## config.mk

```make
export PLATFORM = sky130hd
export DESIGN_NAME = rand_req_ctrl
export DESIGN_NICKNAME = d
export VERILOG_FILES = /design/src/rtl/rand_req_ctrl_pkg.sv /design/src/rtl/rand_byte_serializer.sv /design/src/rtl/rand_req_ctrl.sv
export SDC_FILE = /design/constraint.sdc
export NUM_CORES = 1
export LEC_CHECK = 0
export ABC_AREA = 1
export CAP_MARGIN = 15
export CORE_MARGIN = 1
export CORE_UTILIZATION = 35
export CTS_BUF_LIST = sky130_fd_sc_hd__clkbuf_8
export DETAILED_ROUTE_END_ITERATION = 10
export GPL_TIMING_DRIVEN = 0
export HOLD_SLACK_MARGIN = 0.12
export REMOVE_ABC_BUFFERS = 1
export SLEW_MARGIN = 40
export SYNTH_ARGS = -nofsm -noshare
export SYNTH_HDL_FRONTEND = slang
export SYNTH_HIERARCHICAL = 1
export SYNTH_SLANG_ARGS = --single-unit
```

## constraint.sdc

```tcl
create_clock -name ic_clk -period 2.1 [get_ports ic_clk]
set_input_delay 0.42 -clock ic_clk [delete_from_list [all_inputs] [get_ports ic_clk]]
set_output_delay 0.42 -clock ic_clk [all_outputs]
set_load 0.02 [all_outputs]
```

## src/rtl/rand_req_ctrl_pkg.sv

```systemverilog
`default_nettype none
// +--------------------------------------------------------------------------+
// | Package  : rand_req_ctrl_pkg                                             |
// | Purpose  : Shared types, defaults and request-decode helpers for the     |
// |            random-number request controller.                            |
// | Revision : 1.0 - initial release                                         |
// +--------------------------------------------------------------------------+
package rand_req_ctrl_pkg;

   // Default fetch timeout handed to the controller by its parent.
   localparam int RCTL_TIMEOUT_CYCLES = 1024;
   // Number of source-word bits that are ever serialized.
   localparam int RCTL_DATA_W         = 64;

   // CPU request encoding; 3'd3 and 3'd7 are illegal.
   typedef enum logic [2:0] {
      RDSEED_16 = 3'd0,
      RDSEED_32 = 3'd1,
      RDSEED_64 = 3'd2,
      RDRAND_16 = 3'd4,
      RDRAND_32 = 3'd5,
      RDRAND_64 = 3'd6
   } rand_req_t;

   typedef enum logic [1:0] {
      IDLE  = 2'd0,
      FETCH = 2'd1,
      SEND  = 2'd2
   } rctl_state_t;

   // Bytes to emit for a request type; 0 flags an illegal encoding.
   function automatic logic [3:0] req_nbytes(input rand_req_t t);
      logic [3:0] n;
      case (t)
         RDSEED_16, RDRAND_16: n = 4'd2;
         RDSEED_32, RDRAND_32: n = 4'd4;
         RDSEED_64, RDRAND_64: n = 4'd8;
         default:              n = 4'd0;
      endcase
      return n;
   endfunction

   // 1 = conditioned-seed source, 0 = DRBG source.
   function automatic logic req_is_seed(input rand_req_t t);
      return (t == RDSEED_16) || (t == RDSEED_32) || (t == RDSEED_64);
   endfunction

endpackage
`default_nettype wire

```

## src/rtl/rand_byte_serializer.sv

```systemverilog
`default_nettype none
// +--------------------------------------------------------------------------+
// | Module   : rand_byte_serializer                                          |
// | Purpose  : Shifts a loaded 64-bit word out LSB byte first, one byte per  |
// |            cycle, for the requested number of bytes.                     |
// | Ports    : ic_clk, rst_n   - clock, async active-low reset               |
// |            load            - capture word/nbytes (starts serialization)  |
// |            word, nbytes    - data to send and byte count (2/4/8)         |
// |            done            - current byte is the last one                |
// |            rand_byte       - output byte, valid while rand_valid=1       |
// |            rand_valid      - one byte presented per cycle while high     |
// | Revision : 1.0 - initial release                                         |
// +--------------------------------------------------------------------------+
module rand_byte_serializer
   import rand_req_ctrl_pkg::*;
(
   input  logic                   ic_clk,
   input  logic                   rst_n,
   input  logic                   load,
   input  logic [RCTL_DATA_W-1:0] word,
   input  logic [3:0]             nbytes,
   output logic                   done,
   output logic [7:0]             rand_byte,
   output logic                   rand_valid
);

   logic [RCTL_DATA_W-1:0] shift_q, shift_d;
   logic [3:0]             cnt_q,   cnt_d;

   always_comb begin
      shift_d = shift_q;
      cnt_d   = cnt_q;
      if (load) begin
         shift_d = word;
         cnt_d   = nbytes;
      end else if (cnt_q == 4'd1) begin
         // Scrub leftover upper bytes so nothing stale lingers on rand_byte.
         shift_d = '0;
         cnt_d   = 4'd0;
      end else if (cnt_q != 4'd0) begin
         shift_d = shift_q >> 8;
         cnt_d   = cnt_q - 4'd1;
      end
   end

   always_ff @(posedge ic_clk or negedge rst_n) begin
      if (!rst_n) begin
         shift_q <= '0;
         cnt_q   <= 4'd0;
      end else begin
         shift_q <= shift_d;
         cnt_q   <= cnt_d;
      end
   end

   // Both outputs come straight from flops, so reset clears them at once.
   assign rand_byte  = shift_q[7:0];
   assign rand_valid = (cnt_q != 4'd0);
   assign done       = (cnt_q == 4'd1);

endmodule
`default_nettype wire

```

## src/rtl/rand_req_ctrl.sv

```systemverilog
`default_nettype none
// +--------------------------------------------------------------------------+
// | Module   : rand_req_ctrl                                                 |
// | Purpose  : Accepts CPU random-number requests, fetches one word from the |
// |            seed or DRBG source, and serializes 2/4/8 bytes to the CPU.   |
// |            Owns source selection, fetch timeout and debug lockout.       |
// | Ports    : ic_clk, rst_n            - clock, async active-low reset      |
// |            debug                    - blocks new requests while high     |
// |            rand_req, rand_req_type  - CPU request level and type         |
// |            rand_byte, rand_valid    - serialized output stream           |
// |            rand_busy, rand_err      - status / error pulse               |
// |            seed_valid/word/ready    - conditioned-seed source handshake  |
// |            drbg_valid/word/ready    - DRBG source handshake              |
// | Revision : 1.0 - initial release                                         |
// +--------------------------------------------------------------------------+
module rand_req_ctrl
   import rand_req_ctrl_pkg::*;
#(
   parameter int WORD_W         = 64,
   parameter int TIMEOUT_CYCLES = RCTL_TIMEOUT_CYCLES
) (
   input  logic              ic_clk,
   input  logic              rst_n,
   input  logic              debug,
   input  logic              rand_req,
   input  rand_req_t         rand_req_type,
   output logic [7:0]        rand_byte,
   output logic              rand_valid,
   output logic              rand_busy,
   output logic              rand_err,
   input  logic              seed_valid,
   input  logic [WORD_W-1:0] seed_word,
   output logic              seed_ready,
   input  logic              drbg_valid,
   input  logic [WORD_W-1:0] drbg_word,
   output logic              drbg_ready
);

   localparam int              TO_W       = $clog2(TIMEOUT_CYCLES + 1);
   localparam logic [TO_W-1:0] TIMER_LAST = TO_W'(TIMEOUT_CYCLES - 1);

   rctl_state_t      state_q,    state_d;
   logic             sel_seed_q, sel_seed_d;
   logic [3:0]       nbytes_q,   nbytes_d;
   logic [TO_W-1:0]  timer_q,    timer_d;
   logic             err_q,      err_d;

   logic                   load;
   logic                   done;
   logic                   src_valid;
   logic [RCTL_DATA_W-1:0] src_word;

   // Source bits above the serialized width are intentionally dropped.
   generate
      if (WORD_W > RCTL_DATA_W) begin : g_wide_word
         logic unused_hi;
         assign unused_hi = ^{seed_word[WORD_W-1:RCTL_DATA_W],
                              drbg_word[WORD_W-1:RCTL_DATA_W]};
      end
   endgenerate

   assign src_valid = sel_seed_q ? seed_valid : drbg_valid;
   assign src_word  = sel_seed_q ? seed_word[RCTL_DATA_W-1:0]
                                 : drbg_word[RCTL_DATA_W-1:0];

   // Only the selected source ever sees ready, and only while fetching.
   assign seed_ready = (state_q == FETCH) &&  sel_seed_q;
   assign drbg_ready = (state_q == FETCH) && !sel_seed_q;

   assign rand_busy = (state_q != IDLE);
   assign rand_err  = err_q;

   always_comb begin
      state_d    = state_q;
      sel_seed_d = sel_seed_q;
      nbytes_d   = nbytes_q;
      timer_d    = timer_q;
      err_d      = 1'b0;
      load       = 1'b0;
      unique case (state_q)
         IDLE: begin
            if (rand_req && !debug) begin
               if (req_nbytes(rand_req_type) == 4'd0) begin
                  err_d = 1'b1;
               end else begin
                  nbytes_d   = req_nbytes(rand_req_type);
                  sel_seed_d = req_is_seed(rand_req_type);
                  timer_d    = '0;
                  state_d    = FETCH;
               end
            end
         end
         FETCH: begin
            // A handshake on the final allowed cycle still wins over timeout.
            if (src_valid) begin
               load    = 1'b1;
               state_d = SEND;
            end else if (timer_q == TIMER_LAST) begin
               err_d   = 1'b1;
               state_d = IDLE;
            end else begin
               timer_d = timer_q + TO_W'(1);
            end
         end
         SEND: begin
            if (done) begin
               state_d = IDLE;
            end
         end
         default: state_d = IDLE;
      endcase
   end

   always_ff @(posedge ic_clk or negedge rst_n) begin
      if (!rst_n) begin
         state_q    <= IDLE;
         sel_seed_q <= 1'b0;
         nbytes_q   <= 4'd0;
         timer_q    <= '0;
         err_q      <= 1'b0;
      end else begin
         state_q    <= state_d;
         sel_seed_q <= sel_seed_d;
         nbytes_q   <= nbytes_d;
         timer_q    <= timer_d;
         err_q      <= err_d;
      end
   end

   rand_byte_serializer u_ser (
      .ic_clk     (ic_clk),
      .rst_n      (rst_n),
      .load       (load),
      .word       (src_word),
      .nbytes     (nbytes_q),
      .done       (done),
      .rand_byte  (rand_byte),
      .rand_valid (rand_valid)
   );

endmodule
`default_nettype wire

```

==> impl_metrics.toml <==
[critical_path]
path_cells = "inv_1 > ha_2 > nand2_4 > clkdlybuf4s15_2"
crit_buf_inv = 2
r2r_end = "u_ser/shift_q[22]"
r2r-start = "sel_seed_q"
critPathMaxStageDelay_ns = 0.42
cp-start-kind = "flip-flop"
cp_max_fo = 8
crit_required_ns = 1.68
rrSetupSlack_ns = 0.12
arrival_ns = 1.61
path_class = "reg2out"
crit_path_end_kind = "primary output"
cpLargestDelayFamily = "buffers and inverters"
worst_path_max_delay_cell = "dfrtp_1"
r2r_cells = 13

[sta]
clock.fmax_mhz = 491.6
finalCritPeriodShare_pct = 96.86
drv_slew = 0
worst_slack_ns = 0.06598
tightest_slew_ns = 0.5384
setup_viol = 0
relSlewSlack_pct = 63.97
hold_viol_final = 0
fin_worst_skew_ns = 0.005418
min_period_ns = 2.034

[final_layout]
drive_above_1_share_pct = 8.103
multi_input_area_um2 = 2760
seq_area_um2 = 2156
fillCellCount = 1498
stdcell_area_um2 = 7481
final_cells = 1159
area_growth_pct = 43.31
antenna-diode-count = 0
fin_nets = 1114

[routing]
vias = 5318
drt_wl_total_mm = 15.46
drc = 0
drtAntennaViolNets = 0
avgViaCountPerCell = 4.588
dr.pass1.iters = 5
wl_per_cell_um = 13.34
drt_iter0_drc = 302

[logic_synthesis]
yosysTopAreaCellShare_pct = 42.21
synth-main-ff-cell = "dfrtp_1"
synth_seq_cells = 86
yosysMostFrequentCell = "nand2_1"
synth_cells = 825
synth-edff-count = 0
yosysUniqueCellTypes = 32
yosys-top-cells-area = "nand2_1, dfrtp_1, buf_4"
synth_commonest_cells = "nand2_1, dfrtp_1, clkbuf_1"
synth_seq_area_share_pct = 41.23
postSynthAreaPerCell_um2 = 6.327
synth_top_cell_by_area = "nand2_1"
async_reset_ff_share_pct = 100.0
netlist_area_um2 = 5220
ys_warn_count = 6

[clock_network]
cts_buffer_depth = 2
numCtsBuffers = 9
clkSinkCount = 86
cts.clk_slew.worst_paths_ns = 0.08
cts_tree = "built"
htree_levels = 3
cts_root_buf = "clkbuf_8"
insertion_delay_ns = 0.37

[global_route]
grt_max_degree = 53
grt_pass1_vias = 5151
antenna_found_initial = 0
grt_pass1_wl_mm = 25.11
overflow = 0
grt.total_usage_pct = 21.41

[floorplan]
initial_core_util_pct = 35.92
core_area_um2 = 14530
io_pins = 150
dieWidth_um = 124.1
rows = 44
die_h_um = 124.1
die_area_um2 = 15410

[status]
status = "completed"

[power_and_ir_drop]
p_per_area_nw_per_um2 = 1085
ir_worst_vdd_mv = 0.5101
leakage_uw = 0.004013

[worst_hold_path]
min_delay_path_depth = 2
hp-start = "u_ser/shift_q[63]"
holdPathEnd = "u_ser/shift_q[63]"
min-delay-path-class = "reg2reg"

[placed_design]
gp_congestion = 0.8063
io_buffers = 149
hpwl_mm = 8.899
post-place-ws_ns = -1.180
dp_cells = 1119
placed_cell_area_um2 = 6954

[flow_run]
maxCapViolations = 0
## metal layers
metal | vias to the layer above | track usage [%] | share of wire (%)
li1 | 2780 | - | -
met1 | 2394 | 28.34 | 48
met2 | 129 | 35.53 | 44
met3 | 15 | 3.388 | 5.8
met4 | 0 | 6.994 | 1.4
met5 | - | 0 | 0
## state kept, by name, summed over array words and instances, names as in the netlist
name	flops
nbytes_q	3
u_ser/cnt_q	4
rand_err	1
sel_seed_q	1
u_ser/shift_q	64
state_q	2
timer_q	11
## cell type report
class                   instances  share of cell area (%)
well taps                     184                   3.077
inverters                      21                   1.555
flip-flops and latches         86                   28.82
repair inverters                3                  0.4516
multi-input cells             669                   36.90
clock buffers                   9                   1.656
repair buffers                184                   27.40
clock inverters                 3                  0.1505
## timing repair
action | 4_1_cts | 5_1_grt
setup buffers | 17 | 3
hold buffers | 1 | 0
resized for setup | 20 | 8
endpoints found under the setup margin | 83 | 66
gates cloned | 6 | 1
pin swaps | 3 | 1
endpoints found under the hold margin | 34 | 0
## kinds of logic (layout without fill, tap and decap cells)
group / Yosys count / after routing / synth area share [%]
AOI/OAI and AO/OA: 29 / 29 / 3.523
xor gates and xnor gates: 4 / 4 / 0.6713
adders and majority gates: 3 / 3 / 0.7192
buffers and inverters: 70 / 220 / 6.591
DFF: 86 / 86 / 41.23
other: 1 / 1 / 0.07184
and+or+nand+nor: 632 / 632 / 47.20
## power by group
| group | total, uW | internal, uW | switching [uW] | leakage [uW] |
|---|---|---|---|---|
| sequential | 2420 | 2150 | 271 | 0.00116 |
| clock | 957 | 392 | 565 | 0.0000807 |
| combinational | 4740 | 1950 | 2790 | 0.00277 |
| total | 8120 | 4490 | 3630 | 0.00401 |
## worst register-to-register path: cells and delay by family (launching register included)
kind                   cells  cell delay (ns)
buffers and inverters      7             0.93
DFF                        1             0.46
and+or+nand+nor            6             0.45
## layout by cell type (no fill, tap or decap), types with 2 or more instances in the layout
cell               n
inv_2              3
nand2_2            6
dfrtp_1           85
clkdlybuf4s50_1  144
nand3_1           14
inv_1             18
bufbuf_16          3
nand2_1          585
a21oi_1            3
clkbuf_16          3
xnor2_1            2
buf_6              5
o22ai_1            2
nor2_4             5
clkbuf_8           9
xor2_1             2
inv_6              2
o21ai_2            5
ha_1               2
dlygate4sd2_1      2
nor2_1            15
buf_16             6
o21ai_0           15
buf_8              2
or2_2              2
inv_16             2
buf_4             15
## how the worst max path moves through the flow
stage	startpoint	to	slack (ns)	cells after the start
6_report	u_ser/cnt_q[0]	rand_valid	0.07	4
5_1_grt	sel_seed_q	u_ser/shift_q[53]	-0.01	12
4_1_cts	u_ser/cnt_q[0]	rand_valid	0.0002	4
3_5_place_dp	sel_seed_q	u_ser/shift_q[26]	-1.18	12
3_3_place_gp	sel_seed_q	u_ser/shift_q[53]	-8.23	10
2_1_floorplan	sel_seed_q	u_ser/shift_q[0]	-3.80	10
## through the flow
stage | total power [uW] | hold WS (ns) | setup TNS, ns | utilization, %
2_1_floorplan | 4704 | 0.1244 | -264.17 | -
3_3_place_gp | 5996 | 0.4545 | -816.21 | 45.95
3_5_place_dp | 6368 | 0.3372 | -78.05 | 47.85
4_1_cts | 8119 | 0.4812 | 0 | 51.05
5_1_grt | 8893 | 0.4967 | -0.02545 | 51.47
6_report | 8117 | 0.4746 | 0 | 51.47
Power figures use the tool's default switching activity.
